`src/rtl/mp_add_pkg.sv`:
```
// mp_add_pkg: shared types and helpers for the multi-precision add/subtract sequencer.
package mp_add_pkg;

    typedef enum logic [1:0] {IDLE, RUN, DONE} state_t;

    typedef struct packed {
        logic carry;
        logic overflow;
        logic parity;
        logic zero;
        logic sign;
    } flags_t;

    function automatic int idx_w(input int words);
        return (words > 1) ? $clog2(words) : 1;
    endfunction

endpackage

```
`src/rtl/mp_add_seq_if.sv`:
```
// mp_add_seq_if: operand/result handshake bundle for mp_add_seq.
interface mp_add_seq_if #(
    parameter int N     = 4,
    parameter int WORDS = 2
);
    logic                 in_valid;
    logic                 in_ready;
    logic                 op_sub;
    logic [N*WORDS-1:0]   num1;
    logic [N*WORDS-1:0]   num2;
    logic                 out_valid;
    logic                 out_ready;
    logic [N*WORDS-1:0]   sum;
    logic                 carry_flag;
    logic                 overflow_flag;
    logic                 parity_flag;
    logic                 zero_flag;
    logic                 sign_flag;

    modport master (
        output in_valid, op_sub, num1, num2, out_ready,
        input  in_ready, out_valid, sum, carry_flag, overflow_flag, parity_flag, zero_flag, sign_flag
    );

    modport slave (
        input  in_valid, op_sub, num1, num2, out_ready,
        output in_ready, out_valid, sum, carry_flag, overflow_flag, parity_flag, zero_flag, sign_flag
    );
endinterface

```
`src/rtl/mp_add_seq_add_slice.sv`:
```
// add_slice: N-bit combinational adder slice with overflow, parity and zero outputs.
module add_slice #(
    parameter int N = 4
) (
    input  logic [N-1:0] a,
    input  logic [N-1:0] b,
    input  logic         cin,
    output logic [N-1:0] s,
    output logic         cout,
    output logic         ovf,
    output logic         par,
    output logic         zero
);
    assign {cout, s} = {1'b0, a} + {1'b0, b} + {{N{1'b0}}, cin};
    assign ovf       = (a[N-1] & b[N-1] & ~s[N-1]) | (~a[N-1] & ~b[N-1] & s[N-1]);
    assign par       = ~^s;
    assign zero      = ~|s;
endmodule

```
`src/rtl/mp_add_seq.sv`:
```
// mp_add_seq: W-bit add/subtract run N bits per cycle through one shared adder slice, LS word first.
module mp_add_seq
    import mp_add_pkg::*;
#(
    parameter int N     = 4,
    parameter int WORDS = 2
) (
    input logic         clk,
    input logic         rst,
    mp_add_seq_if.slave bus
);
    localparam int W  = N * WORDS;
    localparam int IW = idx_w(WORDS);
    // Slice parities are "even" bits, so the seed absorbs the odd-word-count inversion.
    localparam logic PAR_SEED = 1'(WORDS % 2 == 0);

    state_t         state_q, state_d;
    logic [IW-1:0]  idx_q, idx_d;
    logic           carry_q, carry_d;
    logic           zacc_q, zacc_d;
    logic           pacc_q, pacc_d;
    logic [W-1:0]   a_q, a_d;
    logic [W-1:0]   b_q, b_d;
    logic [W-1:0]   sum_q, sum_d;
    flags_t         flags_q, flags_d;

    logic [N-1:0]   sl_a, sl_b, sl_s;
    logic           sl_cout, sl_ovf, sl_par, sl_zero;
    logic           last;

    assign sl_a = a_q[int'(idx_q)*N +: N];
    assign sl_b = b_q[int'(idx_q)*N +: N];
    assign last = (idx_q == IW'(WORDS - 1));

    add_slice #(.N(N)) u_slice (
        .a    (sl_a),
        .b    (sl_b),
        .cin  (carry_q),
        .s    (sl_s),
        .cout (sl_cout),
        .ovf  (sl_ovf),
        .par  (sl_par),
        .zero (sl_zero)
    );

    always_comb begin
        state_d = state_q;
        idx_d   = idx_q;
        carry_d = carry_q;
        zacc_d  = zacc_q;
        pacc_d  = pacc_q;
        a_d     = a_q;
        b_d     = b_q;
        sum_d   = sum_q;
        flags_d = flags_q;
        case (state_q)
            IDLE: if (bus.in_valid) begin
                a_d     = bus.num1;
                b_d     = bus.op_sub ? ~bus.num2 : bus.num2;
                carry_d = bus.op_sub;
                idx_d   = '0;
                zacc_d  = 1'b1;
                pacc_d  = PAR_SEED;
                state_d = RUN;
            end
            RUN: begin
                sum_d[int'(idx_q)*N +: N] = sl_s;
                carry_d = sl_cout;
                zacc_d  = zacc_q & sl_zero;
                pacc_d  = pacc_q ^ sl_par;
                if (last) begin
                    flags_d = '{carry: sl_cout, overflow: sl_ovf, parity: pacc_q ^ sl_par,
                                zero: zacc_q & sl_zero, sign: sl_s[N-1]};
                    state_d = DONE;
                end else begin
                    idx_d = idx_q + IW'(1);
                end
            end
            DONE: state_d = bus.out_ready ? IDLE : DONE;
            default: state_d = IDLE;
        endcase
    end

    always_ff @(posedge clk) begin
        if (rst) begin
            state_q <= IDLE;
            idx_q   <= '0;
            carry_q <= 1'b0;
            zacc_q  <= 1'b0;
            pacc_q  <= 1'b0;
            a_q     <= '0;
            b_q     <= '0;
            sum_q   <= '0;
            flags_q <= '0;
        end else begin
            state_q <= state_d;
            idx_q   <= idx_d;
            carry_q <= carry_d;
            zacc_q  <= zacc_d;
            pacc_q  <= pacc_d;
            a_q     <= a_d;
            b_q     <= b_d;
            sum_q   <= sum_d;
            flags_q <= flags_d;
        end
    end

    assign bus.in_ready      = (state_q == IDLE);
    assign bus.out_valid     = (state_q == DONE);
    assign bus.sum           = sum_q;
    assign bus.carry_flag    = flags_q.carry;
    assign bus.overflow_flag = flags_q.overflow;
    assign bus.parity_flag   = flags_q.parity;
    assign bus.zero_flag     = flags_q.zero;
    assign bus.sign_flag     = flags_q.sign;
endmodule

```
`src/flat_wrapper.sv`:
```
// flat-port wrapper written by rule: the top's interface ports become plain ports
module mp_add_seq_flat import mp_add_pkg::*;
#(
    parameter int N     = 4,
    parameter int WORDS = 2
)
  (clk, rst, bus_in_valid, bus_op_sub, bus_num1, bus_num2, bus_out_ready, bus_in_ready, bus_out_valid, bus_sum, bus_carry_flag, bus_overflow_flag, bus_parity_flag, bus_zero_flag, bus_sign_flag);
  mp_add_seq_if #(.N(N), .WORDS(WORDS)) bus_i ();
  input logic clk;
  input logic rst;
  input wire logic [$bits(bus_i.in_valid)-1:0] bus_in_valid;
  input wire logic [$bits(bus_i.op_sub)-1:0] bus_op_sub;
  input wire logic [$bits(bus_i.num1)-1:0] bus_num1;
  input wire logic [$bits(bus_i.num2)-1:0] bus_num2;
  input wire logic [$bits(bus_i.out_ready)-1:0] bus_out_ready;
  output wire logic [$bits(bus_i.in_ready)-1:0] bus_in_ready;
  output wire logic [$bits(bus_i.out_valid)-1:0] bus_out_valid;
  output wire logic [$bits(bus_i.sum)-1:0] bus_sum;
  output wire logic [$bits(bus_i.carry_flag)-1:0] bus_carry_flag;
  output wire logic [$bits(bus_i.overflow_flag)-1:0] bus_overflow_flag;
  output wire logic [$bits(bus_i.parity_flag)-1:0] bus_parity_flag;
  output wire logic [$bits(bus_i.zero_flag)-1:0] bus_zero_flag;
  output wire logic [$bits(bus_i.sign_flag)-1:0] bus_sign_flag;
  assign bus_i.in_valid = bus_in_valid;
  assign bus_i.op_sub = bus_op_sub;
  assign bus_i.num1 = bus_num1;
  assign bus_i.num2 = bus_num2;
  assign bus_i.out_ready = bus_out_ready;
  assign bus_in_ready = bus_i.in_ready;
  assign bus_out_valid = bus_i.out_valid;
  assign bus_sum = bus_i.sum;
  assign bus_carry_flag = bus_i.carry_flag;
  assign bus_overflow_flag = bus_i.overflow_flag;
  assign bus_parity_flag = bus_i.parity_flag;
  assign bus_zero_flag = bus_i.zero_flag;
  assign bus_sign_flag = bus_i.sign_flag;
  mp_add_seq #(.N(N), .WORDS(WORDS)) u_core (.clk(clk), .rst(rst), .bus(bus_i));
endmodule
```
`config.mk`:
```
export PLATFORM = sky130hd
export DESIGN_NAME = mp_add_seq_flat
export DESIGN_NICKNAME = d
export VERILOG_FILES = /design/src/rtl/mp_add_pkg.sv /design/src/rtl/mp_add_seq_if.sv /design/src/rtl/mp_add_seq_add_slice.sv /design/src/rtl/mp_add_seq.sv /design/src/flat_wrapper.sv
export SDC_FILE = /design/constraint.sdc
export NUM_CORES = 1
export LEC_CHECK = 0
export ABC_AREA = 1
export BUFFER_PORTS_ARGS = -buffer_cell sky130_fd_sc_hd__buf_2
export CORE_MARGIN = 3
export CORE_UTILIZATION = 35
export CTS_CLUSTER_DIAMETER = 150
export CTS_CLUSTER_SIZE = 12
export DETAILED_ROUTE_END_ITERATION = 6
export PLACE_DENSITY_LB_ADDON = 0.08
export SLEW_MARGIN = 25
export SYNTH_ARGS = -nofsm -noshare
export SYNTH_HDL_FRONTEND = slang
export SYNTH_HIERARCHICAL = 1
export SYNTH_SLANG_ARGS = --single-unit
```
`constraint.sdc`:
```
create_clock -name clk -period 6.21 [get_ports clk]
set_clock_uncertainty 0.2 [all_clocks]
set_input_delay 0.9315 -clock clk [delete_from_list [all_inputs] [get_ports clk]]
set_output_delay 0.9315 -clock clk [all_outputs]
set_load 0.005 [all_outputs]
```
### Word level (Yosys, flattened, before mapping)

Index checks and enable logic that the tools add are counted.

| cells by class | value |
|---|---|
| add/sub/neg operators | 4 |
| equality and inequality tests | 4 |
| shift operators | 4 |
| muxes and demuxes | 14 |
| bitwise logic cells | 11 |
| reduce and logical (&&, ||, !) cells | 9 |

Operators with widths:

| operator | number |
|---|---|
| 3-bit negation with 33-bit output | 1 |
| 4-bit by 33-bit variable shift with 8-bit output (first input constant) | 1 |
| 4-bit by 33-bit indexed part select with 8-bit output | 1 |
| 8-bit by 4-bit indexed part select with 4-bit output | 2 |
| 8-bit bitwise mux | 1 |
| 8-bit two-way mux | 1 |
| 8-bit NOT | 1 |
| 1-bit case mux with 2 select lines | 4 |
| 2-bit AND reduction | 4 |
| 2-bit two-way mux | 3 |
| 2-bit case mux with 3 select lines | 1 |
| 4-bit by 4-bit adder with 5-bit output | 1 |
| 5-bit by 1-bit adder with 5-bit output | 1 |
| 1-bit bitwise AND | 5 |
| 1-bit two-way mux | 4 |
| 4-bit OR reduction | 1 |
| 4-bit XNOR reduction | 1 |
| 1-bit NOT | 3 |
| 2-bit by 1-bit equality test with 1-bit output (second input constant) | 1 |
| 2-bit equality test (second input constant) | 1 |
| 2-bit zero test | 1 |
| 2-bit by 1-bit inequality test with 1-bit output (second input constant) | 1 |
| 2-bit inequality test (second input constant) | 1 |
| 2-bit nonzero test | 1 |
| 4 further kinds | 4 |

| word-level totals | value |
|---|---|
| register bits | 35 |

### Depth between registers and ports, before layout

Gate-level depths: netlist (run 1).

| logic depth | value |
|---|---|
| depth after elaboration | 7 |
| mapped depth | 16 |
| mapped depth without buffers | 16 |

### Modules after synthesis

The synthesis (run 1) kept the hierarchy.

By module, submodules not included:

| module | instances | cells an instance | area each (µm²) | seq. area each (µm²) |
|---|---|---|---|---|
| mp_add_seq | 1 | 211 | 1490.2 | 700.7 |
| add_slice | 1 | 45 | 285.3 | 0.0 |

### Worst setup path after synthesis (run 1)

No wires, ideal clock.

| path | value |
|---|---|
| path kind | reg-to-reg |
| start | register u_core.idx_q |
| end | register u_core.flags_q, in the netlist u_core/bus.parity_flag |
| setup time | 0.116 ns |
| arrival | 2.312 ns |
| required time | 5.894 ns |
| slack | 3.582 ns |
| cell stages (with the launch flop) | 15 |
| path buffers | 1 |
| cells stage by stage | dfxtp_1 > buf_2 > nand2_1 > nand2_1 > inv_1 > fa_1 > inv_1 > fa_1 > inv_1 > ha_1 > nand3_1 > nand2_1 > xor2_1 > nor2_1 > nor2_1 |

| between the ends | value |
|---|---|
| cells in the longest elaborated chain, start to end | 5 |

Ends and longest elaborated chain:

| what | RTL line | source |
|---|---|---|
| from (decl) | mp_add_seq.sv:18 | `logic [IW-1:0] idx_q, idx_d;` |
| from (signal assigned) | mp_add_seq.sv:97 | `idx_q <= idx_d;` |
| 8-bit by 4-bit indexed part select with 4-bit output | mp_add_seq.sv:31 | `assign sl_a = a_q[int'(idx_q)*N +: N];` |
| net u_core.sl_a[0] | mp_add_seq.sv:27 | `logic [N-1:0] sl_a, sl_b, sl_s;` |
| 4-bit by 4-bit adder with 5-bit output | mp_add_seq_add_slice.sv:14 | `assign {cout, s} = {1'b0, a} + {1'b0, b} + {{N{1'b0}}, cin};` |
| 5-bit by 1-bit adder with 5-bit output | mp_add_seq_add_slice.sv:14 |  |
| net u_core.sl_s[1] | mp_add_seq.sv:27 |  |
| 4-bit XNOR reduction | mp_add_seq_add_slice.sv:16 | `assign par = ~^s;` |
| net u_core.sl_par | mp_add_seq.sv:28 | `logic sl_cout, sl_ovf, sl_par, sl_zero;` |
| 1-bit bitwise XOR | mp_add_seq.sv:72 | `flags_d = '{carry: sl_cout, overflow: sl_ovf, parity: pacc_q ^ sl_par,` |
| to (signal assigned) | mp_add_seq.sv:104 | `flags_q <= flags_d;` |
| to (decl) | mp_add_seq.sv:25 | `flags_t flags_q, flags_d;` |

The timed path passes the listed nets, and every way through them passes these cells.
A chain may end at the register's enable or synchronous reset.

### Worst setup path after layout (run 1)

Same ends and word-level chain as after synthesis.

==> metrics.md, run 1 <==
| Metric | Value |
|---|---|
| Run status | `completed` |
| Mapped Cells | `around 260` |
| Number of gates given a new drive strength after cts | `0` |
| Number of clock buffers inserted by TritonCTS | `5` |
| Count of routing violations after the opening detailed-route iteration | `83` |
| Die width | `77.2 um` |
| Count of cells along the worst hold path | `2` |
| Largest net degree at the start of global routing | `30` |
| Wirelength, routed | `3900 um` |
| Number of different library cells in the post-synthesis netlist | `23` |
| Number of cells after detailed placement | `350` |
| Port buffer count | `35` |
| Endpoint kind of the worst setup timing path | `flip-flop` |
| Root Buffer Master | `sky130_fd_sc_hd__clkbuf_8` |
| Clock period minus final worst setup slack | `between 2000 and 3000 ps` |
| Syn. warnings | `6` |
| Worst hold-check path type | `flip-flop to flip-flop` |
| Number of non-filler instances in the completed layout | `about 360` |
| CP Class | `flip-flop to flip-flop` |
| Worst hold margin | `around 270 ps` |
| Hold wc startpoint | `u_core/bus.sign_flag` |
| Arrival time of the worst setup path | `just under 3000 ps` |
| Peak clock frequency supported by timing | `around 340 MHz` |
| Worst stage delay on the critical path | `around 460 ps` |
| Combined area of all synthesized cells | `1780 um2` |
| Number of post-CTS setup repair buffers | `0` |
| Worst supply voltage drop on vdd | `about 0.098 mV` |
| Number of H-tree levels | `2` |
| Data required time of the critical path | `a little over 6000 ps` |
| Die Height | `77.2 um` |
| Post-synthesis register bit count | `35` |
| Final core area utilization | `43.9%` |
| Worst Setup Start Kind | `flip-flop` |
| Sequential fraction of the synthesis area | `about two fifths` |
| Final critical-path share of the clock period | `between 40 and 50%` |
| Standby leakage power | `between 1 and 1.5 nW` |
| Antenna Nets Post-Route | `0` |
| TritonRoute pass-1 iters | `4` |
| Worst slew margin relative to its limit | `between 40% and 50%` |
| Count of hold buffers inserted by post-cts repair | `0` |
| Detail-routed via count per cell | `roughly 4.3` |
| Insertion delay to the later sink of the worst-skew pair | `~290 ps` |
| CTS tree | `built` |
| PnR Total Power | `0.000660 W` |
| Synthesized area per cell | `just under 7 um2` |
| Ratio of total power to cell area | `roughly 310 nW/um2` |
| Per-cell routed wire length | `roughly 11 um` |
| Worst-case clock buffer depth | `2` |
| Number of placement rows | `25` |
| Post-Synthesis Net Count | `284` |
| Final Max Slew Viols | `0` |
| Count of endpoints failing setup in the final report | `0` |
| Antenna violations before repair | `0` |
| Launch point of the worst reg-to-reg path | `u_core/idx_q` |
| Core region area | `a little under 5000 um2` |
| Hold worst-path end | `u_core/bus.sign_flag` |
| Cell depth of the worst flop-to-flop path | `15` |
| Slew at the pin with the worst max-slew slack | `just under 800 ps` |
| CP max-delay cell | `sky130_fd_sc_hd__fa_1` |
| Number of sinks on the clock net | `35` |
| Sum Neg Setup Slack | `0 ps` |
| RSZ-0062 raised after global routing | `no` |
| Wire length of the first global-routing pass | `between 6000 and 7000 um` |
| Via count of the first global-routing pass | `between 1000 and 1500` |
| Setup slack on the worst flop-to-flop path | `about 3300 ps` |
| Final antenna diode count | `0` |
| Layout Nets | `between 300 and 400` |
| Share of post-route cells with drive strength above 1 | `between 10% and 20%` |
| Tot GR Track Use | `around 15%` |
| Clock Pin Slew Worst Setup and Hold Paths | `roughly 80 ps` |
| Die Footprint | `roughly 6000 um2` |
| Worst flop-to-flop path endpoint | `u_core/bus.parity_flag` |
| Final-report hold violation count | `0` |
| Top Ports | `36` |
| DPL Wire Length | `2880 um` |
| Remaining routing DRC violations | `0` |
| Area growth from synthesis to layout | `19.2%` |
| Reported max-cap violation count | `0` |
| Vias post-DR | `1540` |
| Cell Chain, Critical Path | `inv_2 -> nand2_1 -> nand2_1 -> inv_1 -> fa_1 -> inv_1 -> fa_1 -> inv_1 -> ha_1 -> inv_1 -> nand2_1 -> nand2_1 -> xor2_1 -> nor2_1 -> nor2_1` |
| Effective utilization at floorplan | `between 30% and 40%` |
| Total overflow reported by the global router | `0` |
| Gpl congestion | `0.779` |
| Critical-path maximum fanout | `12` |
[cell usage after synthesis]
library cell | number | area [um2]
sky130_fd_sc_hd__a21oi_1 | 8 | 40.0
sky130_fd_sc_hd__buf_2 | 5 | 25.0
sky130_fd_sc_hd__buf_6 | 2 | 22.5
sky130_fd_sc_hd__clkbuf_1 | 1 | 3.75
sky130_fd_sc_hd__dfxtp_1 | 35 | 701
sky130_fd_sc_hd__fa_1 | 2 | 40.0
sky130_fd_sc_hd__ha_1 | 5 | 62.6
sky130_fd_sc_hd__inv_1 | 21 | 78.8
sky130_fd_sc_hd__inv_2 | 2 | 7.51
sky130_fd_sc_hd__inv_4 | 1 | 6.26
sky130_fd_sc_hd__nand2_1 | 64 | 240
sky130_fd_sc_hd__nand2_2 | 3 | 18.8
sky130_fd_sc_hd__nand3_1 | 9 | 45.0
sky130_fd_sc_hd__nand3_2 | 2 | 20.0
sky130_fd_sc_hd__nor2_1 | 62 | 233
sky130_fd_sc_hd__nor2_2 | 1 | 6.26
sky130_fd_sc_hd__nor2_4 | 2 | 22.5
sky130_fd_sc_hd__o21ai_0 | 19 | 95.1
sky130_fd_sc_hd__o21ai_1 | 1 | 5.00
sky130_fd_sc_hd__o21bai_1 | 1 | 7.51
sky130_fd_sc_hd__xnor2_1 | 8 | 70.1
sky130_fd_sc_hd__xor2_1 | 1 | 8.76
sky130_fd_sc_hd__xor2_2 | 1 | 16.3
[metrics by stage]
stage / instance area (um2) / worst slack [ps]
final: 2120 / 3280
after global routing: 2120 / 2980
after CTS: 2120 / 3290
after detailed placement: 1980 / 3320
after global placement: 1980 / 3380
after floorplan: 1780 / 3580
[flip-flops by register name, summed over array words and instances, names as in the netlist, 2 cells and up]
register,cells
u_core/state_q,2
u_core/b_q,8
u_core/bus.sum,8
u_core/a_q,8
[critical path: cells and delay by family (launching register included)]
family,cells,cell delay (ps)
AND/OR/NAND/NOR,6,410
flip-flops,1,450
buffers and inverters,5,520
XOR/XNOR,1,190
adder cells (fa/ha/maj),3,1100
[cell usage in the layout, fill, tap and decap left out, drive strengths merged]
| cell | count |
|---|---|
| a21oi | 8 |
| buf | 35 |
| bufinv | 2 |
| clkbuf | 6 |
| dfxtp | 35 |
| fa | 2 |
| ha | 5 |
| inv | 24 |
| nand2 | 67 |
| nand3 | 11 |
| nor2 | 65 |
| o21ai | 20 |
| o21bai | 1 |
| xnor2 | 8 |
| xor2 | 2 |
[worst max path at each step]
stage	startpoint	to	slack, ps	cells past startpoint
2_1_floorplan	u_core/idx_q	u_core/bus.parity_flag	3580	14
3_3_place_gp	u_core/idx_q	u_core/bus.parity_flag	3380	15
3_5_place_dp	u_core/idx_q	u_core/bus.parity_flag	3320	15
4_1_cts	u_core/idx_q	u_core/bus.parity_flag	3290	15
5_1_grt	u_core/idx_q	u_core/pacc_q	2980	15
6_report	u_core/idx_q	u_core/bus.parity_flag	3280	15
[layer usage]
layer  global-route usage [%]  up-vias  wire [um]
met4                     6.94        0         35
met1                     19.4      658       2030
met5                        0        -          0
met2                     21.4       29       1650
met3                     4.46        2        191
li1                         -      851          -
[where the power goes]
part	switching, W	total, W	leakage [nW]	internal (W)
registers	0.0000142	0.000260	0.288	0.000245
logic	0.0000972	0.000157	0.721	0.0000602
clock network	0.0000826	0.000243	0.0654	0.000161
[layout make-up]
| cell class | instances | area, um2 |
|---|---|---|
| Clock buffer | 6 | 72.6 |
| Clock inverter | 2 | 60.1 |
| Fill cell | 540 | 2700 |
| Inverter | 24 | 92.6 |
| Multi-Input combinational cell | 189 | 931 |
| Sequential cell | 35 | 701 |
| Tap cell | 67 | 83.8 |
| Timing Repair Buffer | 35 | 175 |
[logic make-up (layout without fill, tap and decap cells)]
| group | after synthesis | in the layout | share of synthesized area (%) |
|---|---|---|---|
| AO/OA/AOI/OAI | 29 | 29 | 8.32 |
| adder cells (fa/ha/maj) | 7 | 7 | 5.78 |
| buffers and inverters | 32 | 67 | 8.10 |
| XOR/XNOR | 10 | 10 | 5.36 |
| AND/OR/NAND/NOR | 143 | 143 | 33.0 |
| flip-flops | 35 | 35 | 39.5 |
(Power assumes the default switching activity.)
==> inputs of run 2 (changes only) <==
- clock period: 6.21 -> 2.46 ns (I/O delays scaled with it)
==> run 2 against run 1 <==
Net effect:
- the flow now finishes with violations (setup timing)
- cell area is 5.6% higher
- total power is 150% higher
- critical path depth is 1 lower
- sequential power grew to 2.5 times the previous value
- wire length is 0.92% higher
- sequential cell count unchanged
- maximum frequency is 19% higher
- critical endpoint is now u_core/pacc_q
==> metrics.md, run 2 (synthesized netlist as in run 1, its figures left out) <==
| Metric | Value |
|---|---|
| Final-report hold violation count | `0` |
| Reported max-cap violation count | `0` |
| Final critical-path share of the clock period | `100%` |
| Top Ports | `36` |
| Number of cells after detailed placement | `359` |
| Core region area | `slightly below 5000 um2` |
| Die Footprint | `roughly 6000 um2` |
| Endpoint kind of the worst setup timing path | `flip-flop` |
| Antenna Nets Post-Route | `0` |
| DPL Wire Length | `between 2000 and 3000 um` |
| Die width | `77.2 um` |
| Run status | `complete, but fails checks` |
| Data required time of the critical path | `approximately 2500 ps` |
| Most common cell after layout, fill and taps aside | `sky130_fd_sc_hd__nor2_1` |
| Ratio of total power to cell area | `approximately 730 nW/um2` |
| Wirelength, routed | `approximately 3900 um` |
| Critical-path maximum fanout | `6` |
| CP Class | `flip-flop to flip-flop` |
| Worst slew margin relative to its limit | `roughly four fifths` |
| Vias post-DR | `1606` |
| Insertion delay to the later sink of the worst-skew pair | `approximately 280 ps` |
| Clock Pin Slew Worst Setup and Hold Paths | `roughly 70 ps` |
| Per-cell routed wire length | `~11 um` |
| PnR Total Power | `0.00162 W` |
| Number of H-tree levels | `2` |
| CTS tree | `built` |
| Number of sinks on the clock net | `35` |
| Share of post-route cells with drive strength above 1 | `around 28%` |
| Antenna violations before repair | `0` |
| Via count of the first global-routing pass | `approximately 1500` |
| Detail-routed via count per cell | `4.34` |
| Area growth from synthesis to layout | `25.8%` |
| Number of placement rows | `25` |
| Gpl congestion | `between 0.8 and 0.9` |
| Port buffer count | `35` |
| Root Buffer Master | `sky130_fd_sc_hd__clkbuf_8` |
| Arrival time of the worst setup path | `~2500 ps` |
| Count of routing violations after the opening detailed-route iteration | `a little over 90` |
| Most used cells in the layout excluding fill and tap cells | `sky130_fd_sc_hd__nor2_1, sky130_fd_sc_hd__nand2_1, sky130_fd_sc_hd__buf_2` |
| TritonRoute pass-1 iters | `6` |
| Effective utilization at floorplan | `36.9%` |
| Worst Setup Start Kind | `flip-flop` |
| Die Height | `just under 80 um` |
| Count of hold buffers inserted by post-cts repair | `0` |
| Final antenna diode count | `0` |
| Standby leakage power | `~1.1 nW` |
| Tot GR Track Use | `14.4%` |
| Total overflow reported by the global router | `0` |
| Remaining routing DRC violations | `0` |
| Setup ws final | `-8.12 ps` |
| Worst hold-check path type | `input port to flip-flop` |
| Largest net degree at the start of global routing | `30` |
| Sum Neg Setup Slack | `-8.12 ps` |
| Final Max Slew Viols | `0` |
| RSZ-0062 raised after global routing | `yes` |
| Wire length of the first global-routing pass | `~6800 um` |
| Final core area utilization | `a little under half` |
| Violations in the final reports | `setup timing` |
| Number of clock buffers inserted by TritonCTS | `5` |
| Clock period minus final worst setup slack | `~2500 ps` |
| Count of endpoints failing setup in the final report | `1` |
| Peak clock frequency supported by timing | `~410 MHz` |
| Slew at the pin with the worst max-slew slack | `roughly 280 ps` |
| Worst-case clock buffer depth | `2` |
| Layout Nets | `330` |
| Number of non-filler instances in the completed layout | `370` |
| Worst supply voltage drop on vdd | `0.255 mV` |
## run 2: cell count changes in the layout (fill, tap and decap cells not counted), moves of 3 or more
cell                      previous run  this run
sky130_fd_sc_hd__buf_4               0        12
sky130_fd_sc_hd__inv_1              21        16
sky130_fd_sc_hd__inv_2               2         6
sky130_fd_sc_hd__nand2_1            64        60
sky130_fd_sc_hd__nand2_2             3         7
sky130_fd_sc_hd__nand3_1             9         6
sky130_fd_sc_hd__nand3_2             2         5
## run 2: report_power, final
group          total [W]  internal, W  switching (W)  leakage [nW]
sequential      0.000653     0.000620      0.0000332         0.289
clock           0.000462     0.000255       0.000207        0.0505
combinational   0.000508     0.000220       0.000289         0.782
total            0.00162      0.00109       0.000529          1.12
## run 2: worst paths after layout
path	depth (start not counted)	startpoint	endpoint	slack, ps
max	14	u_core/idx_q	u_core/pacc_q	-8
min	2	rst	u_core/bus.carry_flag	130
max reg2reg	14	u_core/idx_q	u_core/pacc_q	-8
min reg2reg	2	u_core/bus.carry_flag	u_core/bus.carry_flag	260
## run 2: area by class of cell
| class | instances | area, um2 |
|---|---|---|
| clock inverters | 1 | 7.51 |
| multi-input cells | 189 | 981 |
| flip-flops and latches | 35 | 704 |
| inverters | 24 | 95.1 |
| well taps | 67 | 83.8 |
| clock buffers | 7 | 96.3 |
| fillers | 550 | 2580 |
| repair buffers | 47 | 265 |
## run 2: layer usage
metal | global-route usage, % | vias to the layer above | wire, um
met1 | 18.1 | 697 | 1960
met4 | 5.34 | 0 | 63
met2 | 23.3 | 25 | 1750
met3 | 4.23 | 7 | 164
met5 | 0 | - | 0
li1 | - | 877 | -
## run 2: metrics by stage
step / cell area (um2) / hold WS (ps) / setup slack [ps]
after floorplan: 1790 / 231 / -23.5
after global placement: 2050 / 251 / 14.7
after detailed placement: 2050 / 255 / -71.7
after CTS: 2200 / 119 / -8.62
after global routing: 2230 / 125 / -172
final: 2230 / 125 / -8.12
## run 2: repair_timing
action | 4_1_cts | 5_1_grt
endpoints found under the setup margin | 2 | 4
gates cloned | 0 | 0
gates resized for setup | 7 | 9
buffers inserted | 3 | 0
pin swaps | 8 | 10
## run 2: worst max-delay path, cell delays in order, from the launching register on
cell                      delay [ps]
sky130_fd_sc_hd__dfxtp_4         370
sky130_fd_sc_hd__inv_4            60
sky130_fd_sc_hd__nand2_2          40
sky130_fd_sc_hd__nand2_2          60
sky130_fd_sc_hd__inv_2            40
sky130_fd_sc_hd__fa_2            350
sky130_fd_sc_hd__inv_2            80
sky130_fd_sc_hd__fa_2            460
sky130_fd_sc_hd__inv_2            90
sky130_fd_sc_hd__ha_4            200
sky130_fd_sc_hd__nand3_2          70
sky130_fd_sc_hd__nand2_2          60
sky130_fd_sc_hd__xor2_2          140
sky130_fd_sc_hd__nor2_1          100
sky130_fd_sc_hd__nor2_1           50
